**src/rtl/des_round_ctrl.sv**
```systemverilog
// Round sequencer for the iterative DES core: handshake, round count, key-shift schedule, result register.
// Optional decrypt support is enabled by defining DES_ROUND_CTRL_DECRYPT_EN.
module des_round_ctrl #(
  parameter int CIPHER_WIDTH = 64,
  parameter int ROUND_NUM    = 16
) (
  input  logic                    clk,
  input  logic                    rst_n,
  input  logic                    in_valid,
  output logic                    in_ready,
  input  logic                    in_decrypt,
  output logic                    out_valid,
  input  logic                    out_ready,
  output logic [CIPHER_WIDTH-1:0] out_data,
  output logic                    dp_load,
  output logic                    dp_round_en,
  output logic [3:0]              dp_round_idx,
  output logic [1:0]              dp_shift_amt,
  output logic                    dp_shift_dir,
  output logic                    dp_out_en,
  input  logic [CIPHER_WIDTH-1:0] dp_result,
  output logic                    busy
);

  // state | meaning
  // IDLE  | waiting for a block
  // ROUND | datapath runs one round per cycle, idx = cnt
  // FINAL | capture final-transposed result into out_data
  // DONE  | out_data valid, waiting for out_ready
  typedef enum logic [1:0] {IDLE, ROUND, FINAL, DONE} state_t;

  localparam logic [3:0] LAST_ROUND = 4'(ROUND_NUM - 1);

  state_t     state, state_nxt;
  logic [3:0] cnt;
  logic       mode;
  logic       accept;

`ifdef DES_ROUND_CTRL_DECRYPT_EN
  always_ff @(posedge clk) begin
    if (!rst_n) begin
      mode <= 1'b0;
    end else if (accept) begin
      mode <= in_decrypt;
    end
  end
`else
  logic unused_in_decrypt;
  assign unused_in_decrypt = in_decrypt;
  assign mode = 1'b0;
`endif

  always_ff @(posedge clk) begin
    if (!rst_n) begin
      state    <= IDLE;
      cnt      <= 4'd0;
      out_data <= '0;
    end else begin
      state <= state_nxt;
      if (accept) begin
        cnt <= 4'd0;
      end else if (state == ROUND && cnt != LAST_ROUND) begin
        cnt <= cnt + 4'd1;
      end
      if (state == FINAL) begin
        out_data <= dp_result;
      end
    end
  end

  always_comb begin
    state_nxt = state;
    in_ready  = (state == IDLE) || (state == DONE && out_ready);
    accept    = in_valid && in_ready;
    case (state)
      IDLE:    if (accept) state_nxt = ROUND;
      ROUND:   if (cnt == LAST_ROUND) state_nxt = FINAL;
      FINAL:   state_nxt = DONE;
      DONE: begin
        if (accept)         state_nxt = ROUND;
        else if (out_ready) state_nxt = IDLE;
      end
      default: state_nxt = IDLE;
    endcase
  end

  assign dp_load      = accept;
  assign dp_round_en  = (state == ROUND);
  assign dp_round_idx = dp_round_en ? cnt : 4'd0;
  assign dp_out_en    = (state == FINAL);
  assign out_valid    = (state == DONE);
  assign busy         = (state != IDLE);
  assign dp_shift_dir = dp_round_en && mode;

  // Decrypt walks the encrypt rotations backwards, so its first round needs no rotation.
  always_comb begin
    dp_shift_amt = 2'd0;
    if (dp_round_en) begin
      if (cnt == 4'd0 || cnt == 4'd1 || cnt == 4'd8 || cnt == LAST_ROUND) begin
        dp_shift_amt = 2'd1;
      end else begin
        dp_shift_amt = 2'd2;
      end
      if (mode && cnt == 4'd0) begin
        dp_shift_amt = 2'd0;
      end
    end
  end

endmodule

```
**config.mk**
```make
export PLATFORM = sky130hd
export DESIGN_NAME = des_round_ctrl
export DESIGN_NICKNAME = d
export VERILOG_FILES = /design/src/rtl/des_round_ctrl.sv
export SDC_FILE = /design/constraint.sdc
export NUM_CORES = 1
export LEC_CHECK = 0
export CAP_MARGIN = 20
export CORE_MARGIN = 2
export CORE_UTILIZATION = 30
export DETAILED_ROUTE_END_ITERATION = 10
export PLACE_DENSITY_LB_ADDON = 0.3
export SLEW_MARGIN = 25
export SYNTH_ARGS = -nofsm -noshare
export SYNTH_HDL_FRONTEND = slang
export SYNTH_SLANG_ARGS = --single-unit
```
**constraint.sdc**
```tcl
create_clock -name clk -period 3.5 [get_ports clk]
set_input_delay 1.05 -clock clk [delete_from_list [all_inputs] [get_ports clk]]
set_output_delay 1.05 -clock clk [all_outputs]
set_load 0.1 [all_outputs]
```
Word level (Yosys, flattened, before mapping)
Index checks and enable logic that the tools add are counted.

cells by class
  $add $sub $neg = 1
  reductions and logical operators = 12
  multiplexer cells = 8
  equality and inequality tests = 10
  bitwise operators = 1

operators with widths
  kind                                                   number
  two-way mux 2 bit                                      6
  == test 4 bit, second input constant                   2
  one-hot mux 2 bit (4 select lines)                     1
  adder 4 x 1 -> 4 bit, second input constant            1
  == test 2 bit, second input constant                   2
  == test 4 x 1 -> 1 bit, second input constant          1
  logical NOT 4 bit                                      1
  logical OR 1 bit                                       4
  two-way mux 4 bit                                      1
  inequality test 4 bit, second input constant           1
  logical AND 1 bit                                      3
  inequality test 3 x 1 -> 1 bit, second input constant  1
  AND reduction 3 bit                                    1
  == test 2 x 1 -> 1 bit, second input constant          1
  logical NOT 2 bit                                      1
  inequality test 2 x 1 -> 1 bit, second input constant  1
  inequality test 2 bit, second input constant           1
  nonzero test 2 bit                                     1
  OR reduction 2 bit                                     1
  NOT 1 bit                                              1

storage, ports and cells
  input port bits = 69
  flip-flop bits (word level) = 70
  logic and storage cells = 35
  output and inout bits = 77

Depth between registers and ports, before layout
  depth after elaboration = 6
  gate-level depth with buffers = 6
  mapped depth without buffers = 5

Worst setup path before layout
Ideal clock, no wire load.

  path kind = register -> output
  start = register state[1]
  end = output port dp_shift_amt[0]
  buffers on the path = 1
  arrival = 3.032 ns
  required time = 2.450 ns
  cell stages (with the launch flop) = 6
  path slack = -0.582 ns
  cells stage by stage = dfxtp_1 -> inv_1 -> ha_1 -> buf_4 -> inv_2 -> a21oi_1

on the way
  cells in the longest elaborated chain, start to end = 2

RTL lines
  item                    line  RTL
  start, declared         34    state_t state, state_nxt;
  start signal, assigned  59    state <= state_nxt;
  == test 2 x 1 -> 1 bit  88    assign dp_round_en = (state == ROUND);
  via dp_round_en         16    output logic dp_round_en,
  two-way mux 2 bit       98    if (dp_round_en) begin
  end, declared           18    output logic [1:0] dp_shift_amt,

The timed path passes the listed nets, and every way through them passes these cells.

Worst setup path in the final report
  start = input port out_ready
  end = output port in_ready

on the way
  cells in the longest elaborated chain, start to end = 2

RTL lines
  item               line  RTL
  start, declared    13    input logic out_ready,
  logical AND 1 bit  73    in_ready = (state == IDLE) || (state == DONE && out_ready);
  logical OR 1 bit   73
  end, declared      10    output logic in_ready,

Every way passes these cells.

==> out/metrics.csv <==
metric,value,unit
wire per inst,12.38,um
Worst Path Required,2450,ps
Synth Cell Area,2723,um^2
max cap viols,0,
largest net degree at the start of global routing,65,
PostCTS Resize Cnt,0,
Root Driver,clkbuf_8,
normalized max-slew margin,48.08,%
# IOs,146,
worst min-delay path category,register to register,
Via Count,2308,
Synth-to-Final Area Change,57.86,%
WHS Path Cells,2,
CTS buffer count,9,
die width,99.27,um
post-synth top area share,51.47,%
CP Capture Type,output port,
"Reg clk slew, reported paths",80,ps
Syn Inst Count,268,
area of the multi-input gates,1219,um^2
Slew Limit Fails,0,
Fmax,321.7,MHz
worst slew pin tran,778.8,ps
core area,8763,um^2
initial antenna violation count,0,
clk sinks,70,
grt total ovfl,0,
final core utilization,49.04,%
Antenna Cells,0,
DR pass1 iterations,4,
syn_nets,345,
# fillers,854,
CTS tree,done,
layout net count,485,
LEAKAGE,0.001757,uW
FF/Latch Area,1401,um^2
HPWL Detailed,4495,um
Syn. warnings,0,
Power Density,929.6,nW/um^2
"worst slack, placed",385.9,ps
Tmin final,3109,ps
crit-path max FO,3,
top post-synthesis cells by area,"dfxtp_1, mux2i_1, nor2_1",
register bit total from synthesis,70,
H-tree Lvls,3,
worst vdd ir,0.4857,mV
die height,99.27,um
GP Congestion,0.8002,
Via density,4.430,
Routed Antenna Nets,0,
Clock Skews,11.83,ps
"EDFF count, synth",0,
initial DRC count,60,
synth unique cells,31,
die area,9854,um^2
first-pass GRT wire length,10290,um
R2R depth,5,
clk_lat worst skew,350,ps
cell taking the most area after synthesis,dfxtp_1,
outcome,"complete, no violations",
RSZ-0062 raised after global routing,false,
DRC violations left,0,
row cnt,34,
TNS Setup,0,ps
final worst path period share,88.83,%
ys flop type,dfxtp_1,
Starting Density,31.07,%
share of flip-flops with an asynchronous set or reset,0,%
Worst Hold Slack,497.1,ps
vias in the first global route,2240,
count of final hold-check violations,0,
sequential-to-total area share from yosys stat,51.47,%
CTS hold repair buffers,0,
critical path class,primary input to output port,
overall power,3995,uW
endpoints failing setup,0,
CP startpoint kind,primary input,
Syn Area/Cell,10.16,um^2
fraction of layout cells with a size suffix above 1,24.70,%
Tot GR Track Use,13.15,%
WP data arrival,2060,ps
post-CTS setup buffer count,0,
routed wire length,6450,um
clock buffer depth,2,
Setup WS post-layout,391.1,ps
IO Port Bufs,143,
==> worst max-delay path, cell delays in order <==
cell             delay (ps)
clkdlybuf4s50_1         440
a21oi_1                 270
inv_1                   120
buf_12                  180
==> per-layer routing <==
| layer | track usage (%) | vias to the layer above | wire length [um] |
|---|---|---|---|
| met2 | 21.62 | 95 | 2988 |
| met1 | 15.15 | 1038 | 2794 |
| li1 | - | 1167 | - |
| met4 | 5.374 | 0 | 76 |
| met5 | 0 | - | 0 |
| met3 | 5.481 | 8 | 590 |
==> final timing paths <==
path / startpoint / to / slack, ps
max: out_ready / in_ready / 390
min: out_data[52] / out_data[52] / 500
max reg2reg: state[0] / out_data[63] / 1730
min reg2reg: out_data[52] / out_data[52] / 500
==> stage by stage <==
stage	area, um^2	cells
5_1_grt	4298	521
6_report	4298	521
4_1_cts	4294	521
3_3_place_gp	4086	505
3_5_place_dp	4086	505
2_1_floorplan	2729	268
==> sequential cells by signal, indices dropped and copies added, names as in the netlist <==
signal    flops
cnt           4
state         2
out_data     64
==> cells in the mapped netlist, types with 2 or more instances <==
library cell / number
a21oi_1: 6
and3_1: 2
buf_2: 7
buf_4: 2
clkbuf_1: 6
dfxtp_1: 70
ha_1: 8
inv_1: 8
inv_2: 2
mux2i_1: 65
nand2_1: 3
nand3_1: 2
nor2_1: 68
o21ai_0: 2
==> placed cells by master, fill, tap and decap left out, drive strengths merged, types with 2 or more instances in the layout <==
| master | instances |
|---|---|
| dfxtp | 70 |
| clkbuf | 10 |
| buf | 78 |
| a21oi | 6 |
| o21ai | 3 |
| nor2 | 68 |
| and3 | 2 |
| nand2 | 3 |
| nand3 | 3 |
| clkdlybuf4s50 | 67 |
| mux2i | 65 |
| inv | 11 |
| ha | 8 |
| clkinvlp | 3 |
==> layout make-up <==
class	instances	share of cell area, %
clock inverters	6	1.630
clock buffers	10	3.202
flip-flops and latches	70	32.61
inverters	10	0.8734
repair buffers	145	30.19
well taps	108	3.144
multi-input cells	172	28.36
==> kinds of logic after synthesis <==
| group | after synthesis | share of synthesized area, % |
|---|---|---|
| simple gates | 83 | 12.73 |
| flops | 70 | 51.47 |
| mux | 65 | 23.90 |
| buf+inv | 26 | 4.457 |
| compound gates | 15 | 3.631 |
| fa+ha+maj | 8 | 3.677 |
| other cells | 1 | 0.1377 |
==> power breakdown <==
group / leakage [uW] / total (uW) / switching [uW] / internal, uW
clock network: 0.0000951 / 675 / 323 / 352
logic: 0.00109 / 2290 / 1700 / 592
registers: 0.000567 / 1030 / 84.4 / 949
No activity file was read; power rests on OpenSTA's default activity.
